### config.mk
export PLATFORM = sky130hd
export DESIGN_NAME = pr_block_responder
export DESIGN_NICKNAME = d
export VERILOG_FILES = /design/src/rtl/pr_block_responder.sv
export SDC_FILE = /design/constraint.sdc
export NUM_CORES = 1
export LEC_CHECK = 0
export CORE_MARGIN = 2
export CORE_UTILIZATION = 40
export CTS_CLUSTER_SIZE = 20
export DETAILED_ROUTE_END_ITERATION = 16
export SYNTH_ARGS = -nofsm -noshare
export SYNTH_HDL_FRONTEND = slang
export SYNTH_SLANG_ARGS = --single-unit
export TNS_END_PERCENT = 5
### constraint.sdc
create_clock -name clk -period 4.6 [get_ports clk]
set_clock_uncertainty 0.05 [all_clocks]
set_input_delay 1.38 -clock clk [delete_from_list [all_inputs] [get_ports clk]]
set_output_delay 1.38 -clock clk [all_outputs]
set_load 0.005 [all_outputs]
### src/rtl/pr_block_responder.sv
// Device-side responder for the PR handshake: checks MAGIC, length, payload checksum; reports done/error.
// Optional build macro PR_ERROR_INJECT_EN adds an inject_error input that forces a CHECK-word rejection.
module pr_block_responder #(
  parameter logic [15:0] Magic      = 16'hA5C3,
  parameter int unsigned MaxWords   = 1024,
  parameter int unsigned RdyLatency = 4,
  parameter int unsigned Timeout    = 256
) (
  input  logic        clk,
  input  logic        reset,
  input  logic        corectl,
  input  logic        prrequest,
  input  logic        data_valid,
  input  logic [15:0] data,
`ifdef PR_ERROR_INJECT_EN
  input  logic        inject_error,
`endif
  output logic        ready,
  output logic        done,
  output logic        error,
  output logic [15:0] payload_count
);

  localparam int unsigned DlyW  = $clog2(RdyLatency + 1);
  localparam int unsigned IdleW = $clog2(Timeout + 1);

  localparam logic [15:0]      MaxLen   = 16'(MaxWords);
  localparam logic [DlyW-1:0]  DlyLast  = DlyW'(RdyLatency - 1);
  localparam logic [IdleW-1:0] IdleLast = IdleW'(Timeout - 1);

  typedef enum logic [2:0] {
    StIdle, StWaitRdy, StHeader, StLength, StPayload, StCheck, StDone, StError
  } state_e;

  state_e           state_q, state_d;
  logic [DlyW-1:0]  dly_q, dly_d;
  logic [IdleW-1:0] idle_q, idle_d;
  logic [15:0]      len_q, len_d;
  logic [15:0]      sum_q, sum_d;
  logic [15:0]      count_q, count_d;
  logic             ready_q, ready_d;
  logic             done_q, done_d;
  logic             error_q, error_d;

  logic in_xfer, accept, abort, timeout, check_ok, len_ok;

  assign in_xfer = state_q inside {StHeader, StLength, StPayload, StCheck};
  assign accept  = ready_q && data_valid;
  assign abort   = !prrequest;
  assign timeout = in_xfer && !accept && (idle_q == IdleLast);
  assign len_ok  = (data != 16'd0) && (data <= MaxLen);

`ifdef PR_ERROR_INJECT_EN
  assign check_ok = (data == sum_q) && !inject_error;
`else
  assign check_ok = (data == sum_q);
`endif

  always_comb begin
    state_d = state_q;
    dly_d   = dly_q;
    len_d   = len_q;
    sum_d   = sum_q;
    count_d = count_q;
    // Idle timer only runs while ready is up; any accepted word restarts it.
    if (!in_xfer || accept) begin
      idle_d = '0;
    end else begin
      idle_d = idle_q + 1'b1;
    end

    unique case (state_q)
      StIdle: begin
        if (prrequest && corectl) begin
          state_d = StWaitRdy;
          dly_d   = '0;
          len_d   = '0;
          sum_d   = '0;
          count_d = '0;
        end
      end
      StWaitRdy: begin
        if (abort) begin
          state_d = StError;
        end else if (dly_q == DlyLast) begin
          state_d = StHeader;
        end else begin
          dly_d = dly_q + 1'b1;
        end
      end
      StHeader: begin
        if (abort || timeout) begin
          state_d = StError;
        end else if (accept) begin
          state_d = (data == Magic) ? StLength : StError;
        end
      end
      StLength: begin
        if (abort || timeout) begin
          state_d = StError;
        end else if (accept) begin
          if (len_ok) begin
            len_d   = data;
            state_d = StPayload;
          end else begin
            state_d = StError;
          end
        end
      end
      StPayload: begin
        if (abort || timeout) begin
          state_d = StError;
        end else if (accept) begin
          sum_d = sum_q + data;
          if (count_q != MaxLen) begin
            count_d = count_q + 16'd1;
          end
          if (count_q + 16'd1 == len_q) begin
            state_d = StCheck;
          end
        end
      end
      StCheck: begin
        if (abort || timeout) begin
          state_d = StError;
        end else if (accept) begin
          state_d = check_ok ? StDone : StError;
        end
      end
      StDone, StError: begin
        if (abort) begin
          state_d = StIdle;
        end
      end
      default: state_d = StIdle;
    endcase

    // Flags are registered copies of the next state, so outputs never see inputs combinationally.
    ready_d = state_d inside {StHeader, StLength, StPayload, StCheck};
    done_d  = (state_d == StDone);
    error_d = (state_d == StError);
  end

  always_ff @(posedge clk) begin
    if (reset) begin
      state_q <= StIdle;
      dly_q   <= '0;
      idle_q  <= '0;
      len_q   <= '0;
      sum_q   <= '0;
      count_q <= '0;
      ready_q <= 1'b0;
      done_q  <= 1'b0;
      error_q <= 1'b0;
    end else begin
      state_q <= state_d;
      dly_q   <= dly_d;
      idle_q  <= idle_d;
      len_q   <= len_d;
      sum_q   <= sum_d;
      count_q <= count_d;
      ready_q <= ready_d;
      done_q  <= done_d;
      error_q <= error_d;
    end
  end

  assign ready         = ready_q;
  assign done          = done_q;
  assign error         = error_q;
  assign payload_count = count_q;

endmodule
* After elaboration in Yosys (flattened, before gate mapping)
Index checks and enable logic that the tools add are counted.
** Cells by class
- Add/sub/neg operators :: 4
- Multipliers :: 0
- Divide/modulo/power cells :: 0
- Magnitude comparators :: 1
- Equal/unequal tests :: 28
- Shift operators :: 0
- Mux-type cells :: 33
- Bitwise operators :: 0
- Reduce and logical (&&, ||, !) cells :: 23
** Operators by type and width (count)
- $mux 16 :: 9
- $pmux 16 s2 :: 3
- $mux 3 :: 17
- $eq 16x16->1 :: 2
- $eq 3x3->1 const B :: 8
- $pmux 3 s7 :: 1
- $add 16x1->16 const B :: 1
- $add 16x16->16 :: 1
- $eq 16x16->1 const B :: 1
- $le 16x11->1 const B :: 1
- $ne 16x11->1 const B :: 1
- $ne 2x2->1 const B :: 8
- $reduce_bool 16->1 :: 1
- $eq 3x2->1 const B :: 5
- $reduce_and 5->1 :: 2
- $add 9x1->9 const B :: 1
- $eq 9x8->1 const B :: 1
- $reduce_and 4->1 :: 2
- $reduce_bool 4->1 :: 2
- $pmux 3 s2 :: 1
- $reduce_bool 2->1 :: 3
- $logic_and 1x1->1 :: 5
- $reduce_or 2->1 :: 2
- $add 3x1->3 const B :: 1
- other kinds (7) :: 10
** Storage, ports and cells
- Flip-flop bits (word level) :: 66
- Latch bits :: 0
- Bits in writable memories :: 0
- Memory bits (read-only) :: 0
- Output and inout bits :: 19
- Word-level logic and storage cells :: 98
- Memories kept :: 0

* Depth between registers and ports, before layout
Gate-level depths: netlist (run 1).
- Depth in word-level cells :: 9
- Mapped depth :: 12
- Mapped depth without buffers :: 12

* Worst setup path before layout (run 1)
No wires, ideal clock.
- Path kind :: input to register
- From :: input data[0]
- To :: register sum_q[14]
- Library setup time :: 0.133 ns
- Arrival time :: 3.209 ns
- Path slack :: 1.207 ns
- Stages :: 8
- Path buffers :: 0
- Cells stage by stage :: ha_1 > fa_1 > a211oi_1 > o21ai_0 > a41oi_1 > a21oi_1 > a221oi_1 > o211ai_1
** Between the ends
- Cells in the longest elaborated chain, start to end :: 4
** Ends and longest elaborated chain
- from (decl) :: line 14 : input logic [15:0] data,
- $add 16x16->16 :: line 114 : sum_d = sum_q + data;
- $mux 16 :: line 113 : end else if (accept) begin
- $mux 16 :: line 111 : if (abort || timeout) begin
- $pmux 16 s2 :: line 72 : unique case (state_q)
- to (signal assigned) :: line 160 : sum_q <= sum_d;
- to (decl) :: line 39 : logic [15:0] sum_q, sum_d;
Every way passes these cells. The select of a mux whose other input is x is not followed.
A chain may end at the register's enable or synchronous reset.

* Worst setup path in the final report (run 1)
Same ends and word-level chain as after synthesis.

==> run_results.csv, run 1 <==
group,metric,value,unit
route,drtIter0Drc,204,
timing,hold_ws,0.419,ns
route,wl_per_cell,15.4,um
timing,min_period,3.92,ns
synthesis,synth_top_area_share,0.312,
timing,min_period_over_period,0.852,
route,drc,0,
cells_and_area,area_growth,15.5,%
route,antenna_left,0,
route,drtPass1Iterations,4,
setup_path,r2r-start,"payload_count[0]",
synthesis,ys_ff_latch,66,
setup_path,worstSetupStartpointType,"input pin",
cts,cts_tree,"done",
setup_path,crit_chain,"clkdlybuf4s50_1 -> ha_1 -> fa_1 -> a211oi_1 -> o21ai_0 -> a41oi_1 -> a21oi_1 -> a221oi_1 -> o211ai_1",
cts,hold_buffers,0,
synthesis,synth_edf_count,0,
placed_design,dpl_cell_area,0.00469,mm2
floorplan,rows,37,
cts,post-cts-setup-buffer-count,0,
setup_path,crit_start,"data[0]",
route,routed-via-count,3974,
placed_design,numPortBuffers,39,
route,routed_via_density,5.64,
placed_design,dp_hpwl,8160,um
synthesis,syn_avg_cell_area,7.85,um2
cells_and_area,insertedDiodeCount,0,
synthesis,ys.flop_type,"dfxtp_1",
global_routing,grt_overflow,0,
setup_path,crit_buf_inv,1,
power_and_ir_drop,p_leak,1.67,nW
cells_and_area,fin_nets,608,
timing,rsz0062_at_grt,"false",
global_routing,grt_max_degree,35,
cts,cts.sinks,66,
timing,slew_violations,0,
global_routing,gr-usage-all-layers,0.197,
global_routing,grt_pass1_vias,3682,
cells_and_area,drive_gt1_frac,0.0510,
setup_path,path_class,"in2reg",
setup_path,crit_fanout,4,
synthesis,yosysSeqAreaShare,0.312,
cts,h-tree-depth,3,
cells_and_area,final_common_cell,"dfxtp_1",
cts,clk_path_buf_depth,2,
floorplan,core,0.0103,mm2
timing,final_hold_viol_count,0,
setup_path,cp_top_family,"compound AO/OA/AOI/OAI gates",
power_and_ir_drop,power_density,239,mW/mm2
route,routed_wl,10900,um
timing,relSlewSlack,0.513,
floorplan,ios,40,
timing,clock.fmax,255,MHz
worst_hold_path,hp-start,"dly_q[1]",
cts,insertion_delay,0.35,ns
setup_path,worst_ep_required_time,4.77,ns
synthesis,postSynthCellCount,539,
synthesis,synth_area_leaders,"dfxtp_1, a21oi_1, ha_1, xnor2_1, nand2_1",
setup_path,arrival,4.09,ns
run_status,status,"completed",
synthesis,mappedNetlistArea,0.00423,mm2
synthesis,synth_async_sr_flop_share,0,
floorplan,start_util,0.412,
timing,finalSetupTns,0,ns
cts,cts_made_buffers,9,
global_routing,grt_pass1_wl,18000,um
placed_design,globalplace.congestion,0.883,
power_and_ir_drop,vdd_drop_max,125,uV
setup_path,endpoint_kind,"flip-flop",
flow_run,drv_cap,0,
setup_path,slowest_delay,0.51,ns
worst_hold_path,hold_path_class,"reg2reg",
floorplan,die_x,107,um
cts,cts_resized,0,
timing,finalSetupViolations,0,
global_routing,antenna_found_initial,0,
floorplan,die_h,107,um
setup_path,worst_path_max_delay_cell,"clkdlybuf4s50_1",
cells_and_area,final_cell_mix,"dfxtp_1, a21oi_1, nand2_1",
synthesis,ys.warnings.count,0,
synthesis,syn_nets,582,
cts,root_buffer,"clkbuf_8",
synthesis,synthDistinctLibCells,65,
cts,path_clk_slew,0.07,ns
floorplan,die_area,0.0114,mm2
cells_and_area,finalInstanceArea,0.00489,mm2
synthesis,synth_top_area_cell,"dfxtp_1",
timing,tightest_slew,0.728,ns
==> sequential cells by signal, summed over array words and instances (netlist names) <==
name / flops
sum_q: 16
done: 1
dly_q: 3
ready: 1
state_q: 3
payload_count: 16
error: 1
idle_q: 9
len_q: 16
==> metal layers <==
layer / routed length (um) / GRT usage
met1: 5180 / 0.259
met2: 5070 / 0.323
met3: 471 / 0.0371
met4: 162 / 0.0668
met5: 0 / 0
==> final timing paths <==
kind	endpoint	slack [ns]	cells after the start
worst min-delay path	dly_q[1]	0.42	2
worst min register to register	dly_q[1]	0.42	2
worst max register to register	state_q[0]	1.69	8
worst max-delay path	sum_q[14]	0.68	9
==> final cells by class <==
cell class                 instances  area (um2)
clock inverter                     5        55.1
fill                            1077        5390
clock buffer                      10         138
multi-input combinational        432        2730
timing repair buffer              45         430
tap                              136         170
sequential                        66        1320
inverter                          11        41.3
==> power breakdown <==
part | total (W) | switching [W] | internal (W) | leakage (nW)
logic | 0.000101 | 0.0000606 | 0.0000403 | 1.04
registers | 0.000575 | 0.00000325 | 0.000572 | 0.531
clock network | 0.000491 | 0.000231 | 0.000260 | 0.0941
==> logic make-up after synthesis <==
family	Yosys count	synth area share
simple gates	227	0.284
compound gates	139	0.202
flops	66	0.312
buf+inv	41	0.0423
xor+xnor	39	0.0807
fa+ha+maj	22	0.0668
mux	5	0.0121
==> cell usage after synthesis, drive strengths merged (12+ instances only) <==
| master | count |
|---|---|
| xnor2 | 26 |
| o21ai | 28 |
| nor2 | 50 |
| nor3 | 12 |
| xor2 | 13 |
| or3 | 17 |
| dfxtp | 66 |
| nand2 | 50 |
| nand3 | 23 |
| a21oi | 55 |
| nand4 | 12 |
| buf | 12 |
| and2 | 13 |
| clkbuf | 18 |
| ha | 21 |
==> per-stage QoR <==
step                      setup WS, ns  utilization  total power, W  instances
after floorplan                   1.21            -        0.000645        539
after detailed placement         0.368        0.457        0.000689        690
after global placement           0.434        0.457        0.000688        690
after CTS                        0.729        0.475         0.00118        705
final                            0.679        0.475         0.00117        705
after global routing             0.480        0.475         0.00121        705
==> worst min-delay path: stages (launching register included) <==
cell	delay, ns
dfxtp_1	0.32
nand2_1	0.05
a21oi_1	0.05
Note: power is estimated with default switching activity, not from simulation.
==> run 2: changes to the inputs <==
--- a/config.mk
+++ b/config.mk
@@ -5,6 +5,7 @@
 export SDC_FILE = /design/constraint.sdc
 export NUM_CORES = 1
 export LEC_CHECK = 0
+export CORE_ASPECT_RATIO = 0.75
 export CORE_MARGIN = 2
 export CORE_UTILIZATION = 40
 export CTS_CLUSTER_SIZE = 20
==> run_results.csv, run 2 (synthesis results as in run 1) <==
group,metric,value,unit
floorplan,rows,32,
timing,finalSetupViolations,0,
power_and_ir_drop,swShare,0.237,
setup_path,path_class,"in2reg",
timing,final_hold_viol_count,0,
power_and_ir_drop,power.share.sequential,0.439,
power_and_ir_drop,p_switching,0.000312,W
cts,path_clk_slew,0.06,ns
timing,min_period_over_period,0.871,
route,routed-via-count,4089,
cts,cts_made_buffers,9,
floorplan,die_h,93.1,um
timing,min_period,4.01,ns
cells_and_area,insertedDiodeCount,0,
cts,cts_resized,0,
timing,slew_violations,0,
placed_design,dp_hpwl,8230,um
cells_and_area,drive_gt1_frac,0.0441,
setup_path,crit_chain,"clkdlybuf4s50_1 -> ha_1 -> fa_1 -> a211oi_1 -> o21ai_0 -> a41oi_1 -> a21oi_1 -> a221oi_1 -> o211ai_1",
cells_and_area,area_growth,17.0,%
setup_path,arrival,4.16,ns
global_routing,grtUsageMet1,0.300,
timing,rsz0062_at_grt,"false",
power_and_ir_drop,comb_power_share,0.076,
route,wl_per_cell,16.6,um
global_routing,grt_use_met3,0.0470,
floorplan,ios,40,
timing,relSlewSlack,0.317,
cells_and_area,finalInstanceArea,0.00495,mm2
flow_run,drv_cap,0,
worst_hold_path,hp-start,"dly_q[1]",
placed_design,dpl_cell_area,0.00468,mm2
global_routing,gr-usage-all-layers,0.210,
cts,h-tree-depth,3,
global_routing,grt_util_met2,0.315,
route,drtPass1Iterations,5,
cells_and_area,fin_nets,606,
power_and_ir_drop,vdd_drop_max,171,uV
global_routing,grt_pass1_vias,3644,
timing,hold_ws,0.404,ns
run_status,status,"completed",
worst_hold_path,hold_path_class,"reg2reg",
setup_path,worst_ep_required_time,4.75,ns
setup_path,endpoint_kind,"flip-flop",
power_and_ir_drop,p_leak,1.70,nW
cts,cts.sinks,66,
setup_path,worst_path_max_delay_cell,"clkdlybuf4s50_1",
route,drc,0,
cts,root_buffer,"clkbuf_16",
cts,hold_buffers,0,
setup_path,slowest_delay,0.51,ns
floorplan,die_x,123,um
setup_path,worstSetupStartpointType,"input pin",
cts,clk_path_buf_depth,2,
power_and_ir_drop,power_density,265,mW/mm2
power_and_ir_drop,power_frac_clock,0.485,
global_routing,grt_overflow,0,
global_routing,antenna_found_initial,0,
cts,cts_tree,"done",
cts,post-cts-setup-buffer-count,0,
cells_and_area,final_cell_mix,"dfxtp_1, a21oi_1, nand2_1",
cells_and_area,final_common_cell,"dfxtp_1",
route,antenna_left,0,
cts,insertion_delay,0.33,ns
timing,finalSetupTns,0,ns
setup_path,r2r-start,"payload_count[0]",
setup_path,crit_fanout,4,
floorplan,die_area,0.0114,mm2
power_and_ir_drop,internal_power,0.00100,W
setup_path,crit_start,"data[0]",
global_routing,grt_max_degree,53,
timing,tightest_slew,1.02,ns
route,drtIter0Drc,310,
floorplan,start_util,0.411,
route,routed_wl,11700,um
route,routed_via_density,5.82,
timing,clock.fmax,250,MHz
global_routing,grt_pass1_wl,18800,um
placed_design,globalplace.congestion,0.921,
placed_design,numPortBuffers,39,
global_routing,top_usage_layer,"met2",
floorplan,core,0.0103,mm2
[run 2: path summary, 6_finish.rpt]
path	to	slack (ns)	depth (start not counted)
max	sum_q[14]	0.59	9
min	dly_q[1]	0.40	2
max reg2reg	state_q[0]	1.50	8
min reg2reg	dly_q[1]	0.40	2
[run 2: power by group through the flow]
| stage | Clock [W] | Sequential [W] | Combinational (W) |
|---|---|---|---|
| finish | 0.000637 | 0.000577 | 0.000100 |
| global placement | 0 | 0.000589 | 0.0000985 |
| global route | 0.000674 | 0.000576 | 0.000110 |
| floorplan | 0 | 0.000587 | 0.0000580 |
| detailed placement | 0 | 0.000589 | 0.0000988 |
| CTS | 0.000647 | 0.000576 | 0.0000996 |
[run 2: metrics by stage]
step           power, W   util  instances  setup WS (ns)
2_1_floorplan  0.000645      -        539           1.21
3_3_place_gp   0.000687  0.455        688          0.437
3_5_place_dp   0.000687  0.455        688          0.307
4_1_cts         0.00132  0.481        703          0.627
5_1_grt         0.00136  0.481        703          0.382
6_report        0.00131  0.481        703          0.594
[run 2: layout make-up]
cell class | instances | area, um2
timing repair buffer | 43 | 415
clock buffer | 13 | 260
tap | 136 | 170
inverter | 11 | 41.3
fill | 1004 | 5340
multi-input combinational | 432 | 2730
clock inverter | 2 | 12.5
sequential | 66 | 1320
[run 2: per-layer routing]
| layer | wire [um] | vias up |
|---|---|---|
| li1 | - | 2008 |
| met1 | 5630 | 1950 |
| met4 | 117 | 0 |
| met5 | 0 | - |
| met3 | 763 | 10 |
| met2 | 5180 | 121 |
[run 2: worst max-delay path: cells and delay by family]
kind                       cells  cell delay, ns
AOI/OAI and AO/OA              6            1.49
adders and majority gates      2            0.77
buffers and inverters          1            0.51
==> run 3: changes to the inputs <==
--- a/config.mk
+++ b/config.mk
@@ -5,7 +5,7 @@
 export SDC_FILE = /design/constraint.sdc
 export NUM_CORES = 1
 export LEC_CHECK = 0
-export CORE_ASPECT_RATIO = 0.75
+export CORE_ASPECT_RATIO = 1.25
 export CORE_MARGIN = 2
 export CORE_UTILIZATION = 40
 export CTS_CLUSTER_SIZE = 20
==> run_results.csv, run 3 (synthesis results as in run 1) <==
group,metric,value,unit
timing,slew_violations,0,
cts,cts_tree,"done",
placed_design,dp_hpwl,7860,um
setup_path,cp_top_family,"compound AO/OA/AOI/OAI gates",
cells_and_area,instances_no_fill,697,
cts,cts.sinks,66,
cts,insertion_delay,0.33,ns
floorplan,ios,40,
timing,min_period,3.92,ns
setup_path,worstSetupStartpointType,"input pin",
setup_path,crit_fanout,4,
global_routing,grt_max_degree,53,
flow_run,drv_cap,0,
placed_design,numPortBuffers,39,
floorplan,die_x,96.0,um
route,drtIter0Drc,188,
timing,finalSetupTns,0,ns
cells_and_area,fin_nets,606,
setup_path,endpoint_kind,"flip-flop",
setup_path,r2r_slack,1.48,ns
global_routing,grt_overflow,0,
worst_hold_path,hold_path_class,"reg2reg",
global_routing,grt_pass1_wl,18200,um
cells_and_area,final_common_cell,"dfxtp_1",
cells_and_area,finalInstanceArea,0.00491,mm2
timing,rsz0062_at_grt,"false",
timing,tightest_slew,0.973,ns
cells_and_area,fill_cells,1058,
route,drc,0,
timing,min_period_over_period,0.852,
setup_path,crit_buf_inv,1,
setup_path,arrival,4.07,ns
cts,path_clk_slew,0.05,ns
floorplan,die_h,119,um
timing,final_hold_viol_count,0,
floorplan,rows,42,
route,wl_per_cell,15.7,um
cts,clk_path_buf_depth,2,
setup_path,worst_ep_required_time,4.75,ns
route,routed_via_density,5.66,
floorplan,core,0.0105,mm2
power_and_ir_drop,power_density,259,mW/mm2
global_routing,grt_pass1_vias,3712,
cells_and_area,drive_gt1_frac,0.0389,
timing,relSlewSlack,0.351,
cts,root_buffer,"clkbuf_16",
cells_and_area,multiInputGateArea,0.00273,mm2
global_routing,gr-usage-all-layers,0.202,
placed_design,place_inst,684,
timing,finalSetupViolations,0,
floorplan,start_util,0.405,
placed_design,globalplace.congestion,0.914,
cells_and_area,area_growth,16.2,%
setup_path,worst_path_max_delay_cell,"clkdlybuf4s50_1",
route,antenna_left,0,
timing,clock.fmax,255,MHz
placed_design,place_ws,0.420,ns
cts,cts_resized,0,
cts,h-tree-depth,3,
timing,fin_ws,0.679,ns
power_and_ir_drop,vdd_drop_max,181,uV
power_and_ir_drop,p_leak,1.68,nW
route,routed_wl,10900,um
route,drtPass1Iterations,4,
placed_design,dpl_cell_area,0.00467,mm2
cts,hold_buffers,0,
setup_path,path_class,"in2reg",
cells_and_area,area.sequential,0.00132,mm2
cells_and_area,final_cell_mix,"dfxtp_1, a21oi_1, nand2_1",
cts,post-cts-setup-buffer-count,0,
setup_path,crit_chain,"clkdlybuf4s50_1 -> ha_1 -> fa_1 -> a211oi_1 -> o21ai_0 -> a41oi_1 -> a21oi_1 -> a221oi_1 -> o211ai_1",
route,routed-via-count,3944,
setup_path,slowest_delay,0.48,ns
cts,cts_made_buffers,9,
cells_and_area,insertedDiodeCount,0,
run_status,status,"completed",
power_and_ir_drop,power,0.00127,W
global_routing,antenna_found_initial,0,
floorplan,die_area,0.0114,mm2
[run 3: cell count changes in the layout (fill, tap and decap cells not counted), sizes merged]
cell,change
clkbuf,-1
clkinvlp,-1
[run 3: final cells by class]
class,count,area share
Tap cell,132,0.0336
Clock inverter,1,0.00102
Timing Repair Buffer,43,0.0845
Sequential cell,66,0.269
Multi-Input combinational cell,432,0.555
Inverter,11,0.00840
Clock buffer,12,0.0481
[run 3: routing by layer]
layer  part of all wire  vias to the layer above  global-route usage
met5                  0                        -                   0
met4              0.020                        0              0.0732
met3              0.039                       19              0.0354
met2               0.50                       82               0.339
met1               0.44                     1839               0.256
li1                   -                     2004                   -
[run 3: final timing paths]
path | start | to | cells after the start
worst min register to register | dly_q[2] | dly_q[2] | 2
worst max-delay path | data[0] | sum_q[14] | 9
worst min-delay path | dly_q[2] | dly_q[2] | 2
worst max register to register | payload_count[0] | state_q[0] | 8
[run 3: tightest hold or removal path, cell delays in order, from the launching register on]
cell	delay, ns
dfxtp_1	0.31
nand2_1	0.05
a21oi_1	0.05
[run 3: power by group]
group          total (W)  switching [W]  internal (W)
sequential      0.000577     0.00000322      0.000573
clock           0.000596       0.000241      0.000355
combinational  0.0000991      0.0000600     0.0000391
[run 3: through the flow]
stage                      util  hold slack (ns)
final                     0.470            0.406
after global routing      0.470            0.431
after CTS                 0.470            0.406
after detailed placement  0.447            0.400
after global placement    0.447            0.389
after floorplan               -            0.376
